**src/rtl/packet_transmitter.sv**
```systemverilog
// Output-port packet transmitter: pops stored packets from a FWFT FIFO and
// drives them out as a framed byte stream with XOR-CRC check and stall abort.
module packet_transmitter #(
    parameter int unsigned GAP_CYCLES = 1,
    parameter int unsigned TIMEOUT    = 255
) (
    input  logic        clk1,
    input  logic        rst,
    input  logic        rempty,
    input  logic [7:0]  rdata,
    output logic        rinc,
    input  logic        stop_in,
    output logic [7:0]  pdata_o,
    output logic        byte_en_o,
    output logic        packet_valid_o,
    output logic        pkt_done,
    output logic        crc_err,
    output logic        abort_o,
    output logic [15:0] pkt_count
);

    localparam int unsigned DATA_W  = 8;
    localparam int unsigned CNT_W   = 3;
    localparam int unsigned STALL_W = 8;
    localparam int unsigned GAP_W   = 4;
    localparam int unsigned PCNT_W  = 16;

    typedef enum logic [2:0] {
        S_IDLE,
        S_DST,
        S_SIZE,
        S_DATA,
        S_CRC,
        S_GAP
    } state_e;

    state_e              state_q;
    logic [DATA_W-1:0]   crc_q;
    logic [CNT_W-1:0]    cnt_q;
    logic [STALL_W-1:0]  stall_q;
    logic [GAP_W-1:0]    gap_q;
    logic                pop;

    // Popping is held off during reset so the FIFO never loses a byte the FSM ignores.
    assign pop  = rst && (state_q != S_GAP) && !rempty && !stop_in;
    assign rinc = pop;

    always_ff @(posedge clk1 or negedge rst) begin
        if (!rst) begin
            state_q        <= S_IDLE;
            crc_q          <= '0;
            cnt_q          <= '0;
            stall_q        <= '0;
            gap_q          <= '0;
            pdata_o        <= '0;
            byte_en_o      <= 1'b0;
            packet_valid_o <= 1'b0;
            pkt_done       <= 1'b0;
            crc_err        <= 1'b0;
            abort_o        <= 1'b0;
            pkt_count      <= '0;
        end else begin
            byte_en_o <= pop;
            pkt_done  <= 1'b0;
            crc_err   <= 1'b0;
            abort_o   <= 1'b0;
            if (pop) begin
                pdata_o <= rdata;
            end

            case (state_q)
                S_IDLE: begin
                    stall_q <= '0;
                    if (pop) begin
                        crc_q          <= rdata;
                        packet_valid_o <= 1'b1;
                        state_q        <= S_DST;
                    end
                end

                S_DST, S_SIZE, S_DATA, S_CRC: begin
                    if (pop) begin
                        stall_q <= '0;
                        case (state_q)
                            S_DST: begin
                                crc_q   <= crc_q ^ rdata;
                                state_q <= S_SIZE;
                            end
                            S_SIZE: begin
                                crc_q   <= crc_q ^ rdata;
                                cnt_q   <= rdata[CNT_W-1:0];
                                state_q <= S_DATA;
                            end
                            S_DATA: begin
                                crc_q <= crc_q ^ rdata;
                                if (cnt_q == '0) begin
                                    state_q <= S_CRC;
                                end else begin
                                    cnt_q <= cnt_q - CNT_W'(1);
                                end
                            end
                            default: begin
                                pkt_done  <= 1'b1;
                                crc_err   <= (rdata != crc_q);
                                pkt_count <= pkt_count + PCNT_W'(1);
                                gap_q     <= '0;
                                state_q   <= S_GAP;
                            end
                        endcase
                    end else if (rempty) begin
                        // Only an empty FIFO counts toward the abort; backpressure alone never does.
                        if (stall_q == STALL_W'(TIMEOUT - 1)) begin
                            abort_o        <= 1'b1;
                            packet_valid_o <= 1'b0;
                            stall_q        <= '0;
                            gap_q          <= '0;
                            state_q        <= S_GAP;
                        end else begin
                            stall_q <= stall_q + STALL_W'(1);
                        end
                    end
                end

                S_GAP: begin
                    packet_valid_o <= 1'b0;
                    stall_q        <= '0;
                    if (gap_q == GAP_W'(GAP_CYCLES - 1)) begin
                        state_q <= S_IDLE;
                    end else begin
                        gap_q <= gap_q + GAP_W'(1);
                    end
                end

                default: begin
                    state_q <= S_IDLE;
                end
            endcase
        end
    end

endmodule

```
**config.mk**
```make
export PLATFORM = sky130hd
export DESIGN_NAME = packet_transmitter
export DESIGN_NICKNAME = d
export VERILOG_FILES = /design/src/rtl/packet_transmitter.sv
export SDC_FILE = /design/constraint.sdc
export NUM_CORES = 1
export LEC_CHECK = 0
export ABC_AREA = 1
export ABC_CLOCK_PERIOD_IN_PS = 2000
export CAP_MARGIN = 20
export CELL_PAD_IN_SITES_DETAIL_PLACEMENT = 0
export CELL_PAD_IN_SITES_GLOBAL_PLACEMENT = 1
export CORE_MARGIN = 5
export CORE_UTILIZATION = 44
export CTS_CLUSTER_SIZE = 16
export DETAILED_ROUTE_END_ITERATION = 10
export PLACE_DENSITY = 0.88
export SYNTH_ARGS = -nofsm -noshare
export SYNTH_HDL_FRONTEND = slang
export SYNTH_SLANG_ARGS = --single-unit
```
**constraint.sdc**
```tcl
create_clock -name clk1 -period 2 [get_ports clk1]
set_input_delay 0.4 -clock clk1 [delete_from_list [all_inputs] [get_ports clk1]]
set_output_delay 0.4 -clock clk1 [all_outputs]
set_load 0.005 [all_outputs]
```
==> impl_metrics.json, run 1 <==
{
  "grt_first_pass_wirelength_um": 11900,
  "cts_setup_buffers": 0,
  "core_um2": 7140,
  "critical_path_class": "in2out",
  "path_clk_slew_ps": 110,
  "initial_core_util_pct": 44.4,
  "required_ps": 1600,
  "synth_edf_count": 0,
  "p_per_area_nw_per_um2": 1110,
  "stdcell_area_um2": 3830,
  "fmax_mhz": 550,
  "drc": 0,
  "status": "completed",
  "num_io_pins": 42,
  "postRouteAntennaNets": 0,
  "die_area_um2": 9000,
  "clk_latency_ps": 310,
  "rsz0062_at_grt": "false",
  "dieWidth_um": 94.9,
  "drt-initial-drc-count": 108,
  "row_count": 31,
  "synth.distinct_cells": 29,
  "crit_arrival_ps": 1420,
  "p_int_mw": 2.47,
  "layout.nets": 467,
  "yosysTopAreaCell": "dfrtp_1",
  "cp_max_fo": 2,
  "ff2ff_setup_slack_ps": 370,
  "swShare_pct": 41.9,
  "tightest_slew_ps": 689,
  "period_minus_slack_ps": 1820,
  "pre_cts_ws_ps": -137,
  "yosysWarnings": 0,
  "via_per_inst": 4.77,
  "p_clk_share_pct": 14.9,
  "grt_overflow": 0,
  "die_y_um": 94.9,
  "syn_to_final_growth_pct": 21.0,
  "drt-pass1-iter-count": 4,
  "numCtsBuffers": 5,
  "synthesis.nets": 413,
  "cts_root_buffer": "clkbuf_8",
  "r2r-start": "stall_q[0]",
  "worstSetupEndpointType": "output port",
  "grt_pass1_vias": 2497,
  "combPwrFrac_pct": 45.6,
  "dp_hpwl_um": 5190,
  "num_antenna_cells": 0,
  "maxSlewViolCount": 0,
  "finalSetupTns_ps": 0,
  "gp_congestion": 0.906,
  "hold_viol": 0,
  "yosysTopAreaCellShare_pct": 43.4,
  "grtUsageTotal_pct": 16.8,
  "synth_ff_type": "dfrtp_1",
  "seq_area_frac_synth_pct": 43.4,
  "cts.sinks": 55,
  "min-delay-path-class": "in2async",
  "max-vdd-ir-drop_uv": 543,
  "routedWlPerCell_um": 12.5,
  "grt_max_degree": 56,
  "yosys-top-cells-count": "nand2_1, dfrtp_1, inv_1",
  "cts_htree_levels": 2,
  "finalSetupViolations": 0,
  "worst_setup_path_start_kind": "input pin",
  "routed_wirelength_um": 6850,
  "synthCells": 394,
  "cts_tree": "yes",
  "synth_most_common_cell": "nand2_1",
  "fillerInstances": 696,
  "ys_ff_latch": 55,
  "portBuffers": 41,
  "synth_area_leaders": "dfrtp_1, nand2_1, xor2_1",
  "crit_path_start": "rempty",
  "synth-async-reset-ratio_pct": 100,
  "postSynthAreaPerCell_um2": 8.04,
  "clk_path_buf_depth": 2,
  "final_core_util_pct": 53.7,
  "synth_area_um2": 3170,
  "cap_violations": 0,
  "max-slew-margin-rel_pct": 54.1,
  "drive_above_1_share_pct": 12.0,
  "p_leak_nw": 1.85,
  "timing.final.crit_share_pct": 90.9,
  "finClkSkew_ps": 8.45,
  "vias": 2616,
  "post_dp_cell_area_um2": 3740,
  "pwr-share-seq_pct": 39.5,
  "switchingPower_mw": 1.78,
  "antenna_found_initial": 0,
  "setup_ws_ps": 181
}
==> worst max-delay path, stage by stage <==
cell	delay [ps]
clkdlybuf4s50_1	440
nor2_2	140
nand2_4	70
nor2_4	130
dlygate4sd2_1	240
==> cell families (layout without fill, tap and decap cells) <==
| logic type | count (synthesis) | in the layout | synth area share, % |
|---|---|---|---|
| AOI/OAI and AO/OA | 20 | 20 | 3.79 |
| xor gates and xnor gates | 29 | 29 | 8.01 |
| adders and majority gates | 7 | 7 | 2.76 |
| buffers and inverters | 43 | 98 | 5.57 |
| DFF | 55 | 55 | 43.4 |
| and+or+nand+nor | 240 | 240 | 36.4 |
==> registers in the layout, indices dropped and copies added (netlist names) <==
register,flops
pkt_count,16
crc_q,8
pdata_o,8
stall_q,8
gap_q,4
cnt_q,3
state_q,3
abort_o,1
byte_en_o,1
crc_err,1
packet_valid_o,1
pkt_done,1
==> what timing repair did <==
action,CTS,global route
gates resized for setup,1,0
endpoints found under the setup margin,1,0
hold buffers,0,0
==> routing by layer <==
layer	up-vias	routed length [µm]	global-route usage, %
li1	1352	-	-
met1	1204	3210	22.6
met2	47	3290	27.5
met3	13	220	2.95
met4	0	124	5.17
met5	-	0	0
==> path summary, 6_finish.rpt <==
path	end	cells after the start
min	cnt_q[0]	2
min reg2reg	pdata_o[2]	2
max reg2reg	stall_q[0]	8
max in group asynchronous	pkt_count[5]	2
min in group clk1	pdata_o[2]	2
max	rinc	5
==> per-stage QoR <==
| step | cells | hold slack [ps] | power (mW) |
|---|---|---|---|
| after floorplan | 394 | 104 | 2.98 |
| after global placement | 540 | 463 | 3.62 |
| after detailed placement | 540 | 463 | 3.66 |
| after CTS | 548 | 301 | 4.31 |
| after global routing | 548 | 341 | 4.64 |
| final | 548 | 278 | 4.25 |
==> power groups by stage <==
stage | Combinational (mW) | Sequential [mW] | Clock, mW
floorplan | 1.31 | 1.67 | 0
finish | 1.94 | 1.68 | 0.635
CTS | 1.97 | 1.68 | 0.663
global placement | 1.92 | 1.70 | 0
global route | 2.20 | 1.73 | 0.709
detailed placement | 1.96 | 1.70 | 0
==> layout by cell type, fill, tap and decap left out, drive strengths merged, types with 2 or more instances in the layout <==
cell and instances:
nor3 2, nand3 30, nand3b 2, o21bai 2, nand2 149, clkdlybuf4s50 39, o211ai 2, clkbuf 5
dfrtp 55, o21ai 14, xnor2 12, buf 11, nand4 15, clkinv 2, nor3b 2, xor2 17
ha 7, nor2 39, inv 40
==> final cells by class <==
type | instances | area (µm²) | area share (%)
Multi-Input combinational cell | 296 | 1620 | 42.2
Sequential cell | 55 | 1380 | 35.9
Timing Repair Buffer | 51 | 479 | 12.5
Inverter | 39 | 146 | 3.82
Tap cell | 99 | 124 | 3.23
Clock buffer | 5 | 68.8 | 1.80
Clock inverter | 3 | 22.5 | 0.587
Note: power is estimated with default switching activity, not from simulation.
==> inputs of run 2 (changes only) <==
--- a/config.mk
+++ b/config.mk
@@ -10,11 +10,14 @@
 export CAP_MARGIN = 20
 export CELL_PAD_IN_SITES_DETAIL_PLACEMENT = 0
 export CELL_PAD_IN_SITES_GLOBAL_PLACEMENT = 1
+export CORE_ASPECT_RATIO = 0.75
 export CORE_MARGIN = 5
 export CORE_UTILIZATION = 44
 export CTS_CLUSTER_SIZE = 16
 export DETAILED_ROUTE_END_ITERATION = 10
 export PLACE_DENSITY = 0.88
+export REMOVE_ABC_BUFFERS = 1
 export SYNTH_ARGS = -nofsm -noshare
 export SYNTH_HDL_FRONTEND = slang
 export SYNTH_SLANG_ARGS = --single-unit
+export TNS_END_PERCENT = 100
==> impl_metrics.json, run 2 (synthesized netlist as in run 1, its figures left out) <==
{
  "crit_arrival_ps": 1460,
  "final_cell_mix": "nand2_1, dfrtp_1, clkdlybuf4s50_1",
  "p_per_area_nw_per_um2": 1110,
  "hold_viol": 0,
  "cts_htree_levels": 2,
  "grtUsageTotal_pct": 16.9,
  "status": "completed",
  "drt-pass1-iter-count": 5,
  "syn_to_final_growth_pct": 20.2,
  "layout.nets": 466,
  "clk_latency_ps": 310,
  "critical_path_class": "in2out",
  "largest_reg_flops": 16,
  "dieWidth_um": 108,
  "drive_above_1_share_pct": 11.4,
  "stdcell_area_um2": 3810,
  "cts_root_buffer": "clkbuf_8",
  "dp_hpwl_um": 5470,
  "clk_path_buf_depth": 2,
  "cap_violations": 0,
  "fillerInstances": 662,
  "final_common_cell": "nand2_1",
  "routedWlPerCell_um": 13.2,
  "antenna_found_initial": 0,
  "grt_pass1_vias": 2574,
  "path_cells": "clkdlybuf4s50_1, nor2_2, nand2_4, nor2_4, dlygate4sd2_1",
  "maxSlewViolCount": 0,
  "rsz0062_at_grt": "false",
  "vias": 2653,
  "core_um2": 6900,
  "grt_max_degree": 56,
  "top_register": "pkt_count",
  "holdWs_ps": 300,
  "pre_cts_ws_ps": -135,
  "row_count": 26,
  "routed_wirelength_um": 7170,
  "finalSetupTns_ps": 0,
  "die_area_um2": 9020,
  "tightest_slew_ps": 714,
  "cts_tree": "yes",
  "period_minus_slack_ps": 1860,
  "die_y_um": 83.5,
  "min-delay-path-class": "in2async",
  "worstSetupEndpointType": "output port",
  "worst_setup_path_start_kind": "input pin",
  "postRouteAntennaNets": 0,
  "cp_max_fo": 2,
  "finalSetupViolations": 0,
  "hold_buffers": 0,
  "initial_core_util_pct": 46.0,
  "setup_ws_ps": 136,
  "grt_first_pass_wirelength_um": 12500,
  "fmax_mhz": 537,
  "via_per_inst": 4.88,
  "critPathBufInv": 2,
  "timing.final.crit_share_pct": 93.2,
  "path_clk_slew_ps": 90,
  "post_dp_cell_area_um2": 3730,
  "num_antenna_cells": 0,
  "drt-initial-drc-count": 81,
  "max-slew-margin-rel_pct": 52.4,
  "finClkSkew_ps": 9.15,
  "required_ps": 1600,
  "max-vdd-ir-drop_uv": 506,
  "cts.sinks": 55,
  "num_io_pins": 42,
  "p_leak_nw": 1.84,
  "slowest_stage": "clkdlybuf4s50_1",
  "gp_congestion": 0.862,
  "grt_overflow": 0,
  "numCtsBuffers": 5,
  "crit_family": "buffers and inverters",
  "cts_setup_buffers": 0,
  "slowest_delay_ps": 440,
  "drc": 0,
  "portBuffers": 41
}
## run 2: cell count changes in the layout (fill, tap and decap cells not counted), sizes merged
cell	change
clkinvlp	+1
buf	-1
inv	-1
clkinv	-2
## run 2: path summary, 6_finish.rpt
path,start,end,slack [ps],depth (start not counted)
max,rempty,rinc,140,5
min,rst,stall_q[5],300,2
max reg2reg,stall_q[0],stall_q[0],370,8
min reg2reg,pdata_o[6],pdata_o[6],490,2
max in group asynchronous,rst,pkt_count[3],1210,2
min in group clk1,pdata_o[6],pdata_o[6],490,2
## run 2: area by class of cell
type	instances	area [µm²]	area share, %
Sequential cell	55	1380	36.1
Inverter	39	146	3.84
Multi-Input combinational cell	296	1620	42.4
Clock inverter	1	7.51	0.197
Timing Repair Buffer	50	472	12.4
Clock buffer	5	68.8	1.81
Tap cell	98	123	3.22
## run 2: through the flow
stage / instances / total power [mW] / utilization, %
final: 544 / 4.23 / 55.2
after global routing: 544 / 4.59 / 55.2
after CTS: 544 / 4.27 / 55.2
after detailed placement: 538 / 3.67 / 54.2
after global placement: 538 / 3.62 / 54.2
after floorplan: 390 / 2.96 / -
## run 2: layer usage
metal  vias to the layer above  wire length [µm]  track usage, %
met1                      1246              3780            26.2
met3                         5               325            3.71
met5                         -                 0               0
li1                       1356                 -               -
met4                         0                40            2.75
met2                        46              3030            24.2
## run 2: report_power, final
| part | total, mW | internal, mW | switching, mW |
|---|---|---|---|
| registers | 1.69 | 1.42 | 0.266 |
| logic | 1.95 | 0.800 | 1.15 |
| clock network | 0.585 | 0.234 | 0.351 |
## run 2: timing repair
action	in CTS	in global routing
hold endpoints to repair	0	0
resized for setup	1	0
endpoints found under the setup margin	1	0
==> inputs of run 3 (changes only) <==
--- a/config.mk
+++ b/config.mk
@@ -5,14 +5,13 @@
 export SDC_FILE = /design/constraint.sdc
 export NUM_CORES = 1
 export LEC_CHECK = 0
-export ABC_AREA = 1
 export ABC_CLOCK_PERIOD_IN_PS = 2000
 export CAP_MARGIN = 20
 export CELL_PAD_IN_SITES_DETAIL_PLACEMENT = 0
 export CELL_PAD_IN_SITES_GLOBAL_PLACEMENT = 1
 export CORE_ASPECT_RATIO = 0.75
 export CORE_MARGIN = 5
-export CORE_UTILIZATION = 44
+export CORE_UTILIZATION = 45
 export CTS_CLUSTER_SIZE = 16
 export DETAILED_ROUTE_END_ITERATION = 10
 export PLACE_DENSITY = 0.88
==> constraint.sdc (replaced) <==
create_clock -name clk1 -period 2 [get_ports clk1]
set_input_delay 0.6 -clock clk1 [delete_from_list [all_inputs] [get_ports clk1]]
set_output_delay 0.6 -clock clk1 [all_outputs]
set_load 0.005 [all_outputs]
==> impl_metrics.json, run 3 <==
{
  "crit_arrival_ps": 1330,
  "drc": 0,
  "holdWs_ps": 267,
  "finClkSkew_ps": 9.70,
  "postSynthAreaPerCell_um2": 9.83,
  "p_per_area_nw_per_um2": 943,
  "core_um2": 6190,
  "worstSetupEndpointType": "output port",
  "grt_use_met2_pct": 28.7,
  "synth_area_um2": 2820,
  "clk_path_buf_depth": 2,
  "finalSetupTns_ps": 0,
  "tightest_slew_ps": 515,
  "cts_htree_levels": 2,
  "final_cell_mix": "dfrtp_1, clkdlybuf4s50_1, buf_4",
  "finalSetupViolations": 0,
  "dp_hpwl_um": 4760,
  "maxSlewViolCount": 0,
  "routed_wirelength_um": 6280,
  "busiest_layer": "met2",
  "ys_ff_latch": 55,
  "fmax_mhz": 518,
  "pwr-share-seq_pct": 43.3,
  "hold_viol": 0,
  "antenna_found_initial": 0,
  "synth_most_common_cell": "dfrtp_1",
  "fillerInstances": 535,
  "regArea_um2": 1380,
  "rsz0062_at_grt": "false",
  "synth.distinct_cells": 43,
  "period_minus_slack_ps": 1930,
  "via_per_inst": 5.34,
  "hold_buffers": 0,
  "switchingPower_mw": 1.20,
  "row_count": 25,
  "drt-initial-drc-count": 65,
  "worst_setup_path_start_kind": "flip-flop",
  "slowest_stage": "clkdlybuf4s50_1",
  "top_register": "pkt_count",
  "dieWidth_um": 101,
  "crit_family": "buffers and inverters",
  "ff2ff_path_depth": 5,
  "cp_max_fo": 6,
  "status": "completed",
  "combPwrFrac_pct": 35.5,
  "cts_tree": "yes",
  "grt_util_met1_pct": 21.9,
  "yosysTopAreaCellShare_pct": 48.8,
  "cts.sinks": 55,
  "num_antenna_cells": 0,
  "max-vdd-ir-drop_uv": 673,
  "die_area_um2": 7970,
  "r2r-start": "state_q[0]",
  "path_cells": "clkdlybuf4s50_1",
  "yosysTopAreaCell": "dfrtp_1",
  "portBuffers": 41,
  "grt_pass1_vias": 2350,
  "layout.nets": 377,
  "timing.final.crit_share_pct": 96.6,
  "synth_edf_count": 0,
  "swShare_pct": 34.6,
  "grtUsageTotal_pct": 16.9,
  "synth-async-reset-ratio_pct": 100,
  "largest_reg_flops": 16,
  "required_ps": 1400,
  "vias": 2343,
  "grt_max_degree": 41,
  "seq_area_frac_synth_pct": 48.8,
  "initial_core_util_pct": 45.6,
  "numCtsBuffers": 5,
  "die_y_um": 78.6,
  "syn_to_final_growth_pct": 29.8,
  "p_int_mw": 2.26,
  "cap_violations": 0,
  "yosysWarnings": 0,
  "ff2ff_setup_slack_ps": 190,
  "synthCells": 287,
  "r2r_end": "stall_q[7]",
  "path_clk_slew_ps": 100,
  "min-delay-path-class": "in2async",
  "routedWlPerCell_um": 14.3,
  "gp_congestion": 0.811,
  "drt-pass1-iter-count": 4,
  "multi_input_area_um2": 1390,
  "clk_latency_ps": 310,
  "use_met3_pct": 3.11,
  "cts_root_buffer": "clkbuf_8",
  "num_io_pins": 42,
  "synth_area_leaders": "dfrtp_1, xor2_1, o21ai_0",
  "max-slew-margin-rel_pct": 65.7,
  "yosys-top-cells-count": "dfrtp_1, o21ai_0, nand2_1",
  "critPathBufInv": 1,
  "drive_above_1_share_pct": 18.7,
  "grt_first_pass_wirelength_um": 10800,
  "grt_overflow": 0,
  "synth_ff_type": "dfrtp_1",
  "postRouteAntennaNets": 0,
  "final_common_cell": "dfrtp_1",
  "p_leak_nw": 1.63,
  "slowest_delay_ps": 550,
  "critical_path_class": "reg2out",
  "p_clk_share_pct": 21.2
}
[run 3: kinds of logic (layout without fill, tap and decap cells)]
kind of cell	count (synthesis)	after routing	synth area share (%)
AOI/OAI and AO/OA	68	68	13.9
xor gates and xnor gates	25	25	7.76
adders and majority gates	7	7	3.10
buffers and inverters	21	92	2.93
DFF	55	55	48.8
muxes	9	9	3.59
and+or+nand+nor	102	102	19.9
[run 3: power groups by stage]
| stage | clock network (mW) | registers, mW | logic (mW) |
|---|---|---|---|
| 2_1_floorplan | 0 | 1.55 | 0.665 |
| 3_3_place_gp | 0 | 1.50 | 1.17 |
| 3_5_place_dp | 0 | 1.52 | 1.23 |
| 4_1_cts | 0.752 | 1.49 | 1.24 |
| 5_1_grt | 0.798 | 1.53 | 1.39 |
| 6_report | 0.733 | 1.49 | 1.23 |
[run 3: metal layers]
| layer | vias up | part of all wire [%] |
|---|---|---|
| li1 | 1163 | - |
| met1 | 1150 | 48 |
| met2 | 23 | 49 |
| met3 | 7 | 2.6 |
| met4 | 0 | 0.97 |
| met5 | - | 0 |
[run 3: worst max path at each step]
stage	startpoint	end	slack [ps]	cells past startpoint
finish	pkt_count[0]	pkt_count[0]	70	1
detailed placement	stop_in	rinc	-640	6
global placement	stop_in	rinc	-630	6
CTS	rempty	rinc	10	6
global route	pkt_count[0]	pkt_count[0]	30	1
floorplan	rempty	rinc	-80	3
[run 3: cell type report]
cell class	instances	share of cell area, %
flip-flops and latches	55	37.6
clock inverters	2	1.02
inverters	11	1.13
repair buffers	74	17.6
multi-input cells	211	38.0
clock buffers	5	1.88
well taps	81	2.77
[run 3: what timing repair did]
item	CTS	global route
pin swaps	2	2
setup endpoints to repair	39	16
buffers inserted	1	1
gates resized for setup	13	6
[run 3: metrics by stage]
step           util (%)  setup slack [ps]  power (mW)  cells  instance area, µm²
6_report           59.1              67.8        3.45    439                3660
5_1_grt            59.1              30.4        3.71    439                3660
4_1_cts            58.8              10.0        3.48    438                3640
3_5_place_dp       56.8              -637        2.75    430                3520
3_3_place_gp       56.8              -632        2.68    430                3520
2_1_floorplan         -             -77.5        2.22    277                2780
